===== src/rtl/lzc_arb_seq.sv =====
// rtl/lzc_arb_seq.sv - shared iterative leading-zero counter, two round-robin requesters
//
// Purpose:
//   Two requesters offer W-bit words. One word at a time is accepted and
//   normalised by a binary-search shift over L = log2(W) cycles. A single
//   shift/compare stage is shared by all steps. The leading-zero count is
//   returned on one result channel, tagged with the id of the issuing requester.
//
// Ports:
//   clk         system clock, rising edge
//   rst_n       asynchronous active-low reset
//   req0_valid  requester 0 has a word
//   req0_data   requester 0 operand (W bits)
//   req0_ready  requester 0 word accepted this cycle (combinational, IDLE only)
//   req1_valid  requester 1 has a word
//   req1_data   requester 1 operand (W bits)
//   req1_ready  requester 1 word accepted this cycle (combinational, IDLE only)
//   res_valid   result available; held until res_ready is sampled high
//   res_ready   consumer takes the result
//   res_count   leading-zero count, 0..W (CW bits)
//   res_zero    operand was all zeros (res_count = W)
//   res_id      requester that issued this result

module lzc_arb_seq #(
  parameter int W = 32,
  localparam int L = $clog2(W),
  localparam int CW = L + 1
) (
  input  logic          clk,
  input  logic          rst_n,
  input  logic          req0_valid,
  input  logic [W-1:0]  req0_data,
  output logic          req0_ready,
  input  logic          req1_valid,
  input  logic [W-1:0]  req1_data,
  output logic          req1_ready,
  output logic          res_valid,
  input  logic          res_ready,
  output logic [CW-1:0] res_count,
  output logic          res_zero,
  output logic          res_id
);

  typedef enum logic [1:0] {
    IDLE = 2'd0,
    RUN  = 2'd1,
    DONE = 2'd2
  } state_t;

  localparam logic [CW-1:0] W_C       = CW'(W);
  localparam logic [L-1:0]  LAST_STEP = L'(L - 1);

  state_t         state;
  state_t         state_nxt;

  logic [W-1:0]   shreg;
  logic [CW-1:0]  cnt;
  logic [L-1:0]   step;
  logic           id;
  logic           last;

  logic           grant0;
  logic           grant1;
  logic           accept;

  logic [L-1:0]   step_inc;
  logic [CW-1:0]  s_amt;
  logic [W-1:0]   top_mask;
  logic           top_zero;
  logic [W-1:0]   shreg_nxt;
  logic [CW-1:0]  cnt_nxt;
  logic           last_step;

  // Round-robin grant, independent of state. With both valid, the requester
  // that was not served last wins; the two grants are mutually exclusive.
  always_comb begin
    grant0 = req0_valid & (~req1_valid | last);
    grant1 = req1_valid & (~req0_valid | ~last);
  end

  assign accept = (state == IDLE) & (grant0 | grant1);

  // One binary-search step. s halves every cycle: W/2, W/4, ..., 1.
  // If the top s bits are all zero they are shifted out and counted.
  always_comb begin
    step_inc  = step + 1'b1;
    s_amt     = W_C >> step_inc;
    top_mask  = ~({W{1'b1}} >> s_amt);
    top_zero  = (shreg & top_mask) == '0;
    shreg_nxt = top_zero ? (shreg << s_amt) : shreg;
    cnt_nxt   = top_zero ? (cnt + s_amt) : cnt;
    last_step = (step == LAST_STEP);
  end

  // State register
  always_ff @(posedge clk or negedge rst_n) begin
    if (!rst_n) begin
      state <= IDLE;
    end else begin
      state <= state_nxt;
    end
  end

  // Next-state logic
  always_comb begin
    state_nxt = state;
    case (state)
      IDLE:    if (accept)    state_nxt = RUN;
      RUN:     if (last_step) state_nxt = DONE;
      DONE:    if (res_ready) state_nxt = IDLE;
      default:                state_nxt = IDLE;
    endcase
  end

  // Outputs decoded from state
  always_comb begin
    req0_ready = 1'b0;
    req1_ready = 1'b0;
    res_valid  = 1'b0;
    case (state)
      IDLE: begin
        req0_ready = grant0;
        req1_ready = grant1;
      end
      DONE:    res_valid = 1'b1;
      default: ;
    endcase
  end

  // Datapath. `last` resets to 1 so requester 0 wins the first contention.
  always_ff @(posedge clk or negedge rst_n) begin
    if (!rst_n) begin
      shreg     <= '0;
      cnt       <= '0;
      step      <= '0;
      id        <= 1'b0;
      last      <= 1'b1;
      res_count <= '0;
      res_zero  <= 1'b0;
    end else begin
      case (state)
        IDLE: begin
          if (accept) begin
            shreg <= grant1 ? req1_data : req0_data;
            cnt   <= '0;
            step  <= '0;
            id    <= grant1;
            last  <= grant1;
          end
        end
        RUN: begin
          shreg <= shreg_nxt;
          cnt   <= cnt_nxt;
          step  <= step_inc;
          // After the final s = 1 step the MSB is set unless the word was
          // zero; a clear MSB adds the last missing zero (count becomes W).
          if (last_step) begin
            res_count <= cnt_nxt + {{(CW-1){1'b0}}, ~shreg_nxt[W-1]};
            res_zero  <= ~shreg_nxt[W-1];
          end
        end
        default: ;
      endcase
    end
  end

  assign res_id = id;

endmodule


===== config.mk =====
export PLATFORM = sky130hd
export DESIGN_NAME = lzc_arb_seq
export DESIGN_NICKNAME = d
export VERILOG_FILES = /design/src/rtl/lzc_arb_seq.sv
export SDC_FILE = /design/constraint.sdc
export NUM_CORES = 1
export LEC_CHECK = 0
export BUFFER_PORTS_ARGS = -buffer_cell sky130_fd_sc_hd__buf_4
export CAP_MARGIN = 40
export CORE_MARGIN = 3
export CORE_UTILIZATION = 45
export CTS_CLUSTER_DIAMETER = 120
export DETAILED_ROUTE_END_ITERATION = 10
export GPL_ROUTABILITY_DRIVEN = 0
export PLACE_DENSITY = 0.66
export SYNTH_ARGS = -nofsm -noshare
export SYNTH_HDL_FRONTEND = slang
export SYNTH_SLANG_ARGS = --single-unit

===== constraint.sdc =====
create_clock -name clk -period 5 [get_ports clk]
set_input_delay 1 -clock clk [delete_from_list [all_inputs] [get_ports clk]]
set_output_delay 1 -clock clk [all_outputs]
set_load 0.005 [all_outputs]

==> results.py <==
metrics = {
    "clock_tree": {
        "numCtsBuffers": 5,
        "holdBufCountCts": 0,
        "cts_setup_buffers": 0,
        "post_cts_resize_count": 0,
        "cts_tree": "built",
        "h-tree-depth": 2,
        "cts.sinks": 54,
        "clkLatencyLatePin_ps": 330,
        "ctsRootBufferMaster": "clkbuf_8",
        "clockBufferDepth": 2,
        "clk_pin_slew_ps": 110,
    },
    "setup_path": {
        "path_class": "flop to flop",
        "worstPathArrival_ps": 4890,
        "worstPathRequired_ps": 5240,
        "cp_max_fo": 21,
        "r2r_end": "shreg[13]",
        "critPathLaunchType": "flop",
        "cp-end-kind": "flop",
        "reg2reg_from": "step[1]",
        "reg2reg_slack_ps": 350,
        "rr_worst_depth": 13,
    },
    "timing": {
        "tightest_slew_ps": 980,
        "maxSlewHeadroom_pct": 34.4,
        "rsz0062_at_grt": "no",
        "period_minus_slack_ps": 4650,
        "fin_skew_ps": 11.8,
        "hold_slack_ps": 494,
        "drv_slew": 0,
        "max_freq_ghz": 0.215,
        "hold_viol": 0,
        "setup_viol": 0,
        "period_share_pct": 93.0,
        "finalSetupTns_ps": 0,
    },
    "place": {
        "dp_hpwl_um": 11800,
        "port_buffers": 79,
        "dpl_cell_area_sq_um": 5450,
    },
    "layout": {
        "fin_nets": 752,
        "synthToLayoutAreaGrowth_pct": 15.4,
        "fill_cells": 1027,
        "drive_gt1_share_pct": 19.1,
        "n_antenna_cell": 0,
        "multi_input_area_sq_um": 3180,
        "layout.area.seq_sq_um": 1350,
        "final_area_sq_um": 5540,
    },
    "floorplan": {
        "pin_count": 80,
        "fp.dieH_um": 109,
        "die_w_um": 109,
        "fp.dieArea_sq_um": 11900,
        "initial_utilization_pct": 46.3,
        "num_rows": 37,
        "core_sq_um": 10400,
    },
    "route": {
        "wl_per_cell_um": 20.0,
        "drtIter0Drc": 625,
        "drc": 0,
        "ant_nets": 0,
        "wl_um": 16200,
        "dr_total_vias": 5160,
        "via_per_inst": 6.36,
        "dr.pass1.iters": 6,
    },
    "grt": {
        "grt_start_max_net_pins": 55,
        "antenna_found_initial": 0,
        "use_met1_pct": 40.0,
        "grt_pass1_wl_um": 25400,
        "met2_usage_pct": 39.3,
        "busiest_layer": "met1",
        "gr-total-overflow": 0,
        "use_met3_pct": 6.75,
        "grt_pass1_vias": 4705,
        "track_usage_pct": 27.3,
    },
    "flow_run": {
        "drv_cap": 0,
    },
    "yosys": {
        "synth_edf_count": 0,
        "yosysSeqAreaShare_pct": 28.2,
        "syn_area_sq_um": 4800,
        "ys_warn_count": 0,
        "avgSynthCellArea_sq_um": 7.71,
        "yosysTopAreaCellShare_pct": 27.6,
        "synth_cell_type_count": 70,
        "yosys-top-cells-count": "nand2_1, a21oi_1, dfrtp_1, mux2i_1, o21ai_0",
        "yosysTopAreaCell": "dfrtp_1",
        "syn_nets": 701,
        "async_reset_ff_share_pct": 100,
        "netlist_instances": 623,
        "synth_most_common_cell": "nand2_1",
        "ys_ff_latch": 54,
        "ys_top_cells_by_area": "dfrtp_1, mux2i_1, nand2_1",
        "synth_ff_type": "dfrtp_1",
    },
    "min_path": {
        "hp-class": "flop to flop",
        "whs_path_depth": 2,
        "hp-start": "res_count[3]",
        "whs_endpoint": "res_count[3]",
    },
    "power_and_ir_drop": {
        "power_density_nw_per_um2": 853,
        "leakagePower_uw": 0.00250,
        "vdd_drop_max_v": 0.000368,
    },
    "run_status": {
        "outcome": "complete, no violations",
    },
}
-- kinds of logic (layout without fill, tap and decap cells) --
| logic type | count (synthesis) | in the layout | share of synthesized area (%) |
|---|---|---|---|
| fa+ha+maj | 9 | 9 | 2.35 |
| compound gates | 213 | 213 | 27.8 |
| mux | 62 | 62 | 13.2 |
| flops | 54 | 54 | 28.2 |
| simple gates | 210 | 210 | 20.3 |
| buf+inv | 62 | 114 | 5.65 |
| xor+xnor | 13 | 13 | 2.53 |
-- state kept, by name, indices dropped and copies added, names as in the netlist --
register and cells:
cnt 6, last 1, res_count 6, res_id 1, res_zero 1, shreg 32
state 2, step 5
-- worst max-delay path, stage by stage, from the launching register on --
cell and delay [ps]:
dfrtp_1 530, inv_1 140, ha_1 290, buf_4 180, nor4_1 90, nand2_2 190
inv_2 180, nor3_4 310, a2bb2oi_1 220, nor4b_4 820, nand2_1 770, nor2_1 540
a31oi_1 140, o21ai_0 160
-- per-stage QoR --
stage / setup slack [ps] / utilization (%) / instances / power (uW)
finish: 348 / 53.4 / 811 / 4720
global route: 71.9 / 53.4 / 811 / 5040
floorplan: 1280 / - / 623 / 3280
CTS: 489 / 53.4 / 811 / 4620
global placement: 743 / 52.6 / 803 / 4310
detailed placement: 515 / 52.6 / 803 / 4340
-- routing by layer --
layer  routed length, um  up-vias
met5                   0        -
met4                 473        0
met3                1860       44
met2                6720      341
met1                7130     2400
li1                    -     2375
-- layout by cell type (no fill, tap or decap), drive strengths merged, types with 12 or more instances in the layout --
cell type / instances
nor2: 42
o21ai: 61
a31oi: 13
inv: 12
dfrtp: 53
mux2i: 52
nand2: 98
buf: 93
a21oi: 68
nor3: 19
-- layout make-up --
type | instances | area share (%)
Multi-Input combinational cell | 507 | 57.4
Sequential cell | 54 | 24.4
Timing Repair Buffer | 93 | 12.6
Tap cell | 136 | 3.07
Clock buffer | 5 | 1.24
Inverter | 13 | 0.881
Clock inverter | 3 | 0.384
-- worst max-delay path by stage --
stage          slack (ps)    start            to  depth (start not counted)
3_3_place_gp          740  step[1]     shreg[21]                         13
3_5_place_dp          510  step[1]     shreg[21]                         13
4_1_cts               490  step[1]     shreg[13]                         13
2_1_floorplan        1280  step[0]  res_count[5]                         15
6_report              350  step[1]     shreg[13]                         13
5_1_grt                70  step[1]     shreg[14]                         13
-- power by group --
group / switching (uW) / leakage [uW] / internal, uW
registers: 283 / 0.000686 / 639
clock network: 162 / 0.0000441 / 99.0
logic: 2250 / 0.00177 / 1290
total: 2700 / 0.00250 / 2030
No activity file was read; power rests on OpenSTA's default activity.
